[src/rtl/ex_mem_stage.sv]
// rtl/ex_mem_stage.sv - EX->MEM stage: registers ALU results, runs one req/ack data access, formats loads.
// Optional macro EX_MEM_MISALIGN_TRAP_EN: trap misaligned H/W accesses instead of forcing alignment.
module ex_mem_stage #(
    parameter int DATA_W      = 32,
    parameter int REG_AW      = 5,
    parameter int ACK_TIMEOUT = 255
) (
    input  logic              clk,
    input  logic              rst_n,
    input  logic              ex_valid,
    input  logic [DATA_W-1:0] ex_res,
    input  logic              ex_comp_res,
    input  logic [DATA_W-1:0] ex_rs2_data,
    input  logic [REG_AW-1:0] ex_rd,
    input  logic              ex_regwrite,
    input  logic              ex_memread,
    input  logic              ex_memwrite,
    input  logic [2:0]        ex_funct3,
    input  logic              flush,
    output logic              mem_req,
    output logic              mem_we,
    output logic [DATA_W-1:0] mem_addr,
    output logic [DATA_W-1:0] mem_wdata,
    output logic [3:0]        mem_be,
    input  logic              mem_ack,
    input  logic [DATA_W-1:0] mem_rdata,
    output logic              ex_stall,
`ifdef EX_MEM_MISALIGN_TRAP_EN
    output logic              misalign,
`endif
    output logic              wb_valid,
    output logic              wb_regwrite,
    output logic [REG_AW-1:0] wb_rd,
    output logic [DATA_W-1:0] wb_data,
    output logic              wb_comp,
    output logic              mem_err
);

    localparam int CNT_W = (ACK_TIMEOUT > 1) ? $clog2(ACK_TIMEOUT) : 1;
    localparam logic [CNT_W-1:0] CNT_LAST = CNT_W'(ACK_TIMEOUT - 1);

    typedef enum logic [1:0] {S_IDLE, S_REQ, S_WAIT} state_t;

    state_t            state_q;
    logic [DATA_W-1:0] addr_q;
    logic [2:0]        funct3_q;
    logic [REG_AW-1:0] rd_q;
    logic              regwrite_q;
    logic              comp_q;
    logic [CNT_W-1:0]  cnt_q;
    logic              mem_we_q;
    logic [DATA_W-1:0] mem_wdata_q;
    logic [3:0]        mem_be_q;
    logic              wb_valid_q;
    logic              wb_regwrite_q;
    logic [REG_AW-1:0] wb_rd_q;
    logic [DATA_W-1:0] wb_data_q;
    logic              wb_comp_q;
    logic              mem_err_q;

    logic              accept;
    logic              ex_is_mem;
    logic              ex_is_b;
    logic              ex_is_h;
    logic [3:0]        be_d;
    logic [DATA_W-1:0] wdata_d;
    logic [7:0]        ld_b;
    logic [15:0]       ld_h;
    logic [DATA_W-1:0] ld_data;

    assign ex_stall  = (state_q != S_IDLE);
    assign accept    = ex_valid & ~flush & ~ex_stall;
    assign ex_is_mem = ex_memread | ex_memwrite;
    // funct3[1] set selects a word access, which also covers the reserved 011/110/111 codes
    assign ex_is_b   = ~ex_funct3[1] & ~ex_funct3[0];
    assign ex_is_h   = ~ex_funct3[1] &  ex_funct3[0];

    always_comb begin
        be_d    = 4'b1111;
        wdata_d = ex_rs2_data;
        if (ex_is_b) begin
            be_d    = 4'b0001 << ex_res[1:0];
            wdata_d = {4{ex_rs2_data[7:0]}};
        end else if (ex_is_h) begin
            be_d    = 4'b0011 << {ex_res[1], 1'b0};
            wdata_d = {2{ex_rs2_data[15:0]}};
        end
    end

    always_comb begin
        ld_b    = mem_rdata[{addr_q[1:0], 3'b000} +: 8];
        ld_h    = addr_q[1] ? mem_rdata[31:16] : mem_rdata[15:0];
        ld_data = mem_rdata;
        if (!funct3_q[1]) begin
            if (funct3_q[0]) ld_data = {{16{ld_h[15] & ~funct3_q[2]}}, ld_h};
            else             ld_data = {{24{ld_b[7] & ~funct3_q[2]}}, ld_b};
        end
    end

`ifdef EX_MEM_MISALIGN_TRAP_EN
    logic ex_misaligned;
    logic misalign_q;
    assign ex_misaligned = (ex_is_h & ex_res[0]) | (ex_funct3[1] & (ex_res[1:0] != 2'b00));
    assign misalign      = misalign_q;
`endif

    always_ff @(posedge clk or negedge rst_n) begin
        if (!rst_n) begin
            state_q       <= S_IDLE;
            addr_q        <= '0;
            funct3_q      <= '0;
            rd_q          <= '0;
            regwrite_q    <= 1'b0;
            comp_q        <= 1'b0;
            cnt_q         <= '0;
            mem_we_q      <= 1'b0;
            mem_wdata_q   <= '0;
            mem_be_q      <= '0;
            wb_valid_q    <= 1'b0;
            wb_regwrite_q <= 1'b0;
            wb_rd_q       <= '0;
            wb_data_q     <= '0;
            wb_comp_q     <= 1'b0;
            mem_err_q     <= 1'b0;
`ifdef EX_MEM_MISALIGN_TRAP_EN
            misalign_q    <= 1'b0;
`endif
        end else begin
            wb_valid_q    <= 1'b0;
            wb_regwrite_q <= 1'b0;
            mem_err_q     <= 1'b0;
`ifdef EX_MEM_MISALIGN_TRAP_EN
            misalign_q    <= 1'b0;
`endif
            case (state_q)
                S_IDLE: begin
                    if (accept && !ex_is_mem) begin
                        wb_valid_q    <= 1'b1;
                        wb_regwrite_q <= ex_regwrite;
                        wb_rd_q       <= ex_rd;
                        wb_data_q     <= ex_res;
                        wb_comp_q     <= ex_comp_res;
`ifdef EX_MEM_MISALIGN_TRAP_EN
                    end else if (accept && ex_misaligned) begin
                        misalign_q    <= 1'b1;
                        wb_valid_q    <= 1'b1;
                        wb_rd_q       <= ex_rd;
                        wb_data_q     <= ex_res;
                        wb_comp_q     <= ex_comp_res;
`endif
                    end else if (accept) begin
                        state_q     <= S_REQ;
                        addr_q      <= ex_res;
                        funct3_q    <= ex_funct3;
                        rd_q        <= ex_rd;
                        regwrite_q  <= ex_regwrite & ex_memread;
                        comp_q      <= ex_comp_res;
                        mem_we_q    <= ex_memwrite;
                        mem_wdata_q <= wdata_d;
                        mem_be_q    <= be_d;
                        cnt_q       <= '0;
                    end
                end
                S_REQ: state_q <= S_WAIT;
                S_WAIT: begin
                    // an ack arriving on the final allowed cycle still completes normally
                    if (mem_ack || cnt_q == CNT_LAST) begin
                        state_q       <= S_IDLE;
                        wb_valid_q    <= 1'b1;
                        wb_regwrite_q <= mem_ack & regwrite_q;
                        wb_rd_q       <= rd_q;
                        wb_data_q     <= (mem_ack && !mem_we_q) ? ld_data : addr_q;
                        wb_comp_q     <= comp_q;
                        mem_err_q     <= ~mem_ack;
                    end else begin
                        cnt_q <= cnt_q + CNT_W'(1);
                    end
                end
                default: state_q <= S_IDLE;
            endcase
        end
    end

    assign mem_req     = (state_q != S_IDLE);
    assign mem_we      = mem_we_q;
    assign mem_addr    = {addr_q[DATA_W-1:2], 2'b00};
    assign mem_wdata   = mem_wdata_q;
    assign mem_be      = mem_be_q;
    assign wb_valid    = wb_valid_q;
    assign wb_regwrite = wb_regwrite_q;
    assign wb_rd       = wb_rd_q;
    assign wb_data     = wb_data_q;
    assign wb_comp     = wb_comp_q;
    assign mem_err     = mem_err_q;

endmodule

[config.mk]
export PLATFORM = sky130hd
export DESIGN_NAME = ex_mem_stage
export DESIGN_NICKNAME = d
export VERILOG_FILES = /design/src/rtl/ex_mem_stage.sv
export SDC_FILE = /design/constraint.sdc
export NUM_CORES = 1
export LEC_CHECK = 0
export BUFFER_PORTS_ARGS = -buffer_cell sky130_fd_sc_hd__buf_2
export CAP_MARGIN = 20
export CORE_MARGIN = 3
export CORE_UTILIZATION = 51
export CTS_CLUSTER_DIAMETER = 50
export DETAILED_ROUTE_END_ITERATION = 10
export PLACE_DENSITY = 0.79
export SYNTH_ARGS = -nofsm -noshare
export SYNTH_HDL_FRONTEND = slang
export SYNTH_SLANG_ARGS = --single-unit
[constraint.sdc]
create_clock -name clk -period 2.3 [get_ports clk]
set_input_delay 0.115 -clock clk [delete_from_list [all_inputs] [get_ports clk]]
set_output_delay 0.115 -clock clk [all_outputs]
set_load 0.05 [all_outputs]
# --- Word level (Yosys, flattened, before mapping) ---
# Cells that the tools add are included.
classes:
  bitwise: 16
  add_sub_neg: 1
  n_eq_ne: 8
  shifts: 3
  mux: 33
  n_reduce_logical: 12
op_table:
  columns: ["op", "n"]
  rows:
  - ["two-way mux 32 bit", 7]
  - ["case mux 32 bit (2 select lines)", 1]
  - ["indexed part select 32 x 6 -> 8 bit", 1]
  - ["two-way mux 8 bit", 3]
  - ["two-way mux 16 bit", 1]
  - ["case mux 8 bit (2 select lines)", 1]
  - ["two-way mux 5 bit", 2]
  - ["inequality test 2 bit (second input constant)", 5]
  - ["case mux 5 bit (2 select lines)", 1]
  - ["AND reduction 3 bit", 3]
  - ["adder 8 x 1 -> 8 bit (second input constant)", 1]
  - ["AND 1 bit", 8]
  - ["equality test 8 bit (second input constant)", 1]
  - ["two-way mux 1 bit", 8]
  - ["two-way mux 4 bit", 2]
  - ["NOT 1 bit", 7]
  - ["two-way mux 2 bit", 3]
  - ["case mux 1 bit (2 select lines)", 3]
  - ["case mux 2 bit (3 select lines)", 1]
  - ["AND reduction 4 bit", 1]
  - ["nonzero test 2 bit", 2]
  - ["left shift 1 x 2 -> 4 bit (first input constant)", 1]
  - ["left shift 2 x 2 -> 4 bit (first input constant)", 1]
  - ["equality test 2 x 1 -> 1 bit (second input constant)", 1]
  - ["other kinds (6)", 8]
totals:
  wordCells: 89
  in_bits: 113
  register_bits: 130
  output_inout_bits: 112

# --- Logic depth before layout (Yosys ltp) ---
depth:
  ltp_word: 7
  mapped_depth: 9

# --- Worst setup path before layout ---
# Ideal clock, no wire load.
synth_timing:
  path_kind: "flip-flop to flip-flop"
  startpoint: "register mem_we_q (netlist: mem_we)"
  endpoint: "register wb_data_q[23] (netlist: wb_data[23])"
  t_arrival_ns: 1.776
  slack_ns: 0.402
  required_ns: 2.178
  n_path_buf: 2
  period_less_slack_ns: 1.898
  stages_incl_launch_ff: 7
  setup_time_ns: 0.122
  cell_sequence: "dfrtp_1 -> nand2b_1 -> clkbuf_1 -> nand2_1 -> clkbuf_1 -> o221ai_1 -> o21ai_1"
synth_via:
  elab_chain_len: 5
synth_lines:
  columns: ["item", "line_no", "source"]
  rows:
  - ["from (decl)", "51", "logic mem_we_q;"]
  - ["from (signal assigned)", "158", "mem_we_q <= ex_memwrite;"]
  - ["zero test 1 bit", "172", "wb_data_q <= (mem_ack && !mem_we_q) ? ld_data : addr_q;"]
  - ["logical AND 1 bit", "172", null]
  - ["two-way mux 32 bit", "172", null]
  - ["two-way mux 32 bit", "167", "if (mem_ack || cnt_q == CNT_LAST) begin"]
  - ["case mux 32 bit (2 select lines)", "135", "case (state_q)"]
  - ["to (signal assigned)", "141", "wb_data_q <= ex_res;"]
  - ["to (signal assigned)", "172", null]
  - ["to (decl)", "57", "logic [DATA_W-1:0] wb_data_q;"]
# Every way passes these cells. The select of a mux whose other input is x is not followed.
# A chain may end at the register's enable or synchronous reset.

# --- Worst setup path in the final report ---
layout_timing:
  startpoint: "register addr_q[1]"
  endpoint: "register wb_data_q[31] (netlist: wb_data[31])"
layout_via:
  elab_chain_len: 7
  elab_cells_between_ends: 9
  cone_classes: "shift (1); mux (6); bitwise (2)"
layout_lines:
  columns: ["item", "line_no", "source"]
  rows:
  - ["from (decl)", "45", "logic [DATA_W-1:0] addr_q;"]
  - ["from (signal assigned)", "153", "addr_q <= ex_res;"]
  - ["indexed part select 32 x 6 -> 8 bit / two-way mux 16 bit (equally long branches)", "91, 92", null]
  - ["AND 1 bit, on equally long branches", "96, 95", null]
  - ["two-way mux 32 bit (*)", "95", "if (funct3_q[0]) ld_data = {{16{ld_h[15] & ~funct3_q[2]}}, ld_h};"]
  - ["two-way mux 32 bit (*)", "94", "if (!funct3_q[1]) begin"]
  - ["two-way mux 32 bit (*)", "172", null]
  - ["two-way mux 32 bit (*)", "167", null]
  - ["case mux 32 bit (2 select lines) (*)", "135", null]
# Every way passes the cells marked *; elsewhere a longest branch is shown, timed or not. The select of a mux whose other input is x is not followed.

==> metrics.txt <==
Finished Cell Area=8954 um2; layout cells sized above 1=29.93%; Final TNS setup=0 ns; vias in the first global route=approximately 6,400; RSZ-0062 raised after global routing=no; Initial Utilization=52.54%; Met3 Routed Length=around 1.7 mm; register area=3253 um2; clk buf depth=2; global-route total usage across every layer=28.78%; Syn Inst Count=752; top cells by area, synth=dfrtp_1 49%, nand2_1 12%, mux2i_1 4.1%; post-synthesis sequential area ratio=48.86%; Comb pwr share=between 40% and 50%; routability cong.=0.9039; clk root buf=clkbuf_16; post-route ant nets=0; DR vias=6,401; worst path required time=between 2 and 3 ns; # H-tree levels=4; synth unique cells=between 40 and 50; critical path arrival=2.36 ns; sequential power share=32.4%; PwrDens=~1200 nW/um2; DR WL/cell=17.60 um; Die ar.=between 10,000 and 15,000 um2; clock slew at reported path FFs=0.06 ns; WL met2=10.02 mm; Post-synth EDFFs=0; area of the mapped netlist=6658 um2; Cell Int Power=5.728 mW; Initial DRC Count=671; slew at the pin closest to its max-slew limit=0.7270 ns; Net Sw Frac=45.45%; average cell area after synthesis=around 9 um2; max-slew violation total from the final report=0; fin crit share=approximately nine tenths; clock share of power=25.9%; CTS buffer count=17; fmax=0.4808 GHz; highest metal used=met4; Worst R2R Path Depth=6; critical path type=flop to flop; Yosys reg bits=between 100 and 150; FILL cells=978; nets=1,111; HPWL Detailed=about 14 mm; total global routing overflow=0; area of the core=12,670 um2; final setup vio count=0; Maximum Capacitance Violations=0; input/output buffers=222; clock skew=0.007458 ns; area of the multi-input gates=2894 um2; CP Capture Type=flop; largest area contributor in the netlist=dfrtp_1; Fin. Hold Viols=0; DRC=0; Leakage Power=4.452 nW; Max IR drop VDD=671.4 uV; Ports=around 230; async set or reset register ratio after synthesis=100.0%; hold depth=3; CTS tree=done; Sw Pwr=4.773 mW; CP Launch Type=flop; min Tclk post-route=2.080 ns; DP Area=slightly below 8000 um2; # diodes=0; vias per cell=5.420; # rows=41; largest net degree at the start of global routing=74; yosys warns=0; crit path max fanout=16; outcome=completed; ys flop type=dfrtp_1; post-synth top area share=between 40% and 50%; Post-CTS Setup Inserts=0; Pre-Repair DR Iteration Count=7; worst skew pair latency=approximately 0.41 ns; Die Wd=about 120 um; M1 WL=8.377 mm; relative slew slack=between 50 and 60%; Area Growth Syn to Fin=34.49%; final wirelength=between 20 and 25 mm; first-pass GRT wire length=around 33 mm; Clock Sinks=130; Die H=120.3 um; Hold/Removal Path Class=input pin to flop; initial antenna violation count=0
-- placed cells by master (no fill, tap or decap), types with 4 or more instances in the layout --
cell type / instances
nand2b_1: 9
mux2_2: 14
nor3_1: 6
o21ai_0: 48
clkbuf_16: 17
dlygate4sd3_1: 64
buf_4: 17
a21oi_1: 36
mux2i_1: 27
a21boi_0: 6
nor2_1: 48
a31oi_1: 10
o221ai_1: 17
dfrtp_1: 130
nand2_1: 212
xnor2_1: 4
nand3_1: 9
clkinvlp_4: 5
a21boi_1: 8
or3_1: 9
inv_1: 8
o22ai_1: 7
a211o_1: 7
o21ai_1: 16
a22o_1: 8
buf_2: 221
-- layer usage --
metal / track usage (%) / vias to the layer above
met2: 47.28 / 326
met3: 7.297 / 45
li1: - / 3010
met4: 10.84 / 0
met1: 36.97 / 3020
met5: 0 / -
-- registers in the layout (all words and copies together), names as in the netlist --
| name | flops |
|---|---|
| addr_q | 32 |
| cnt_q | 8 |
| comp_q | 1 |
| funct3_q | 3 |
| mem_be | 4 |
| mem_err | 1 |
| mem_wdata | 32 |
| mem_we | 1 |
| rd_q | 5 |
| regwrite_q | 1 |
| state_q | 2 |
| wb_comp | 1 |
| wb_data | 32 |
| wb_rd | 5 |
| wb_regwrite | 1 |
| wb_valid | 1 |
-- final cells by class --
cell class | count | share of cell area (%)
multi-input combinational | 530 | 32.32
clock buffer | 20 | 5.212
inverter | 10 | 0.4192
tap | 172 | 2.404
timing repair buffer | 307 | 21.86
clock inverter | 12 | 1.453
sequential | 130 | 36.33
-- repair_timing --
action                                  in CTS  in global routing
hold endpoints to repair                   139                  0
gates resized for setup                      0                  1
endpoints found under the setup margin       0                  1
hold buffers                                64                  0
-- power by group through the flow --
stage	combinational (mW)	sequential, mW	clock [mW]
after detailed placement	4.28	3.41	0
after CTS	4.37	3.39	2.75
after global placement	4.22	3.41	0
final	4.38	3.40	2.72
after global routing	4.64	3.48	2.85
after floorplan	1.81	4.90	0
-- worst max-delay path, cell delays in order (launching register included) --
cell and delay (ns):
dfrtp_1 0.66, mux2i_2 0.35, mux2i_1 0.15, a211oi_2 0.23, buf_4 0.22, a21boi_0 0.23
o21ai_1 0.12
-- path summary, 6_finish.rpt --
check / from / endpoint / slack (ns)
max: addr_q[1] / wb_data[31] / 0.22
min in group asynchronous: rst_n / addr_q[5] / 0.27
min: ex_rs2_data[21] / mem_wdata[21] / 0.01
max reg2reg: addr_q[1] / wb_data[31] / 0.22
max in group asynchronous: rst_n / rd_q[0] / 1.27
min reg2reg: mem_wdata[24] / mem_wdata[24] / 0.48
-- cell usage after synthesis (2+ instances only) --
library cell / instances
inv_2: 2
o21ai_1: 17
nand3_1: 9
a211o_1: 7
nor4_1: 3
o21ai_0: 48
nor3_1: 6
a31oi_1: 10
or3_1: 9
buf_2: 18
o221ai_1: 17
mux2_2: 14
a22o_1: 8
inv_1: 8
ha_1: 2
o22ai_1: 7
nand2_1: 212
xnor2_1: 4
mux2i_1: 27
a21boi_0: 6
clkbuf_1: 25
nand2b_1: 9
buf_4: 35
a21boi_2: 2
a21boi_1: 8
buf_6: 4
nor2_1: 48
a21oi_1: 36
dfrtp_1: 130
o211ai_1: 2
nor2b_1: 2
-- cells by family after synthesis --
group / Yosys count / share of synthesized area [%]
simple gates: 304 / 18.89
compound gates: 176 / 16.65
flops: 130 / 48.86
buf+inv: 93 / 8.006
mux: 42 / 6.634
xor+xnor: 4 / 0.5262
fa+ha+maj: 2 / 0.3758
other cells: 1 / 0.05633
-- stage by stage --
| stage | power (mW) | std cells | util, % | hold slack (ns) | setup WS (ns) |
|---|---|---|---|---|---|
| detailed placement | 7.691 | 1085 | 60.87 | 0.1859 | 0.2259 |
| global placement | 7.631 | 1085 | 60.87 | 0.1851 | 0.3038 |
| CTS | 10.51 | 1181 | 70.63 | 0.002446 | 0.1548 |
| global route | 10.97 | 1181 | 70.66 | 0.02257 | 0.04342 |
| floorplan | 6.708 | 753 | - | -0.1806 | 0.4016 |
| finish | 10.50 | 1181 | 70.66 | 0.01108 | 0.2202 |
Power figures use the tool's default switching activity.
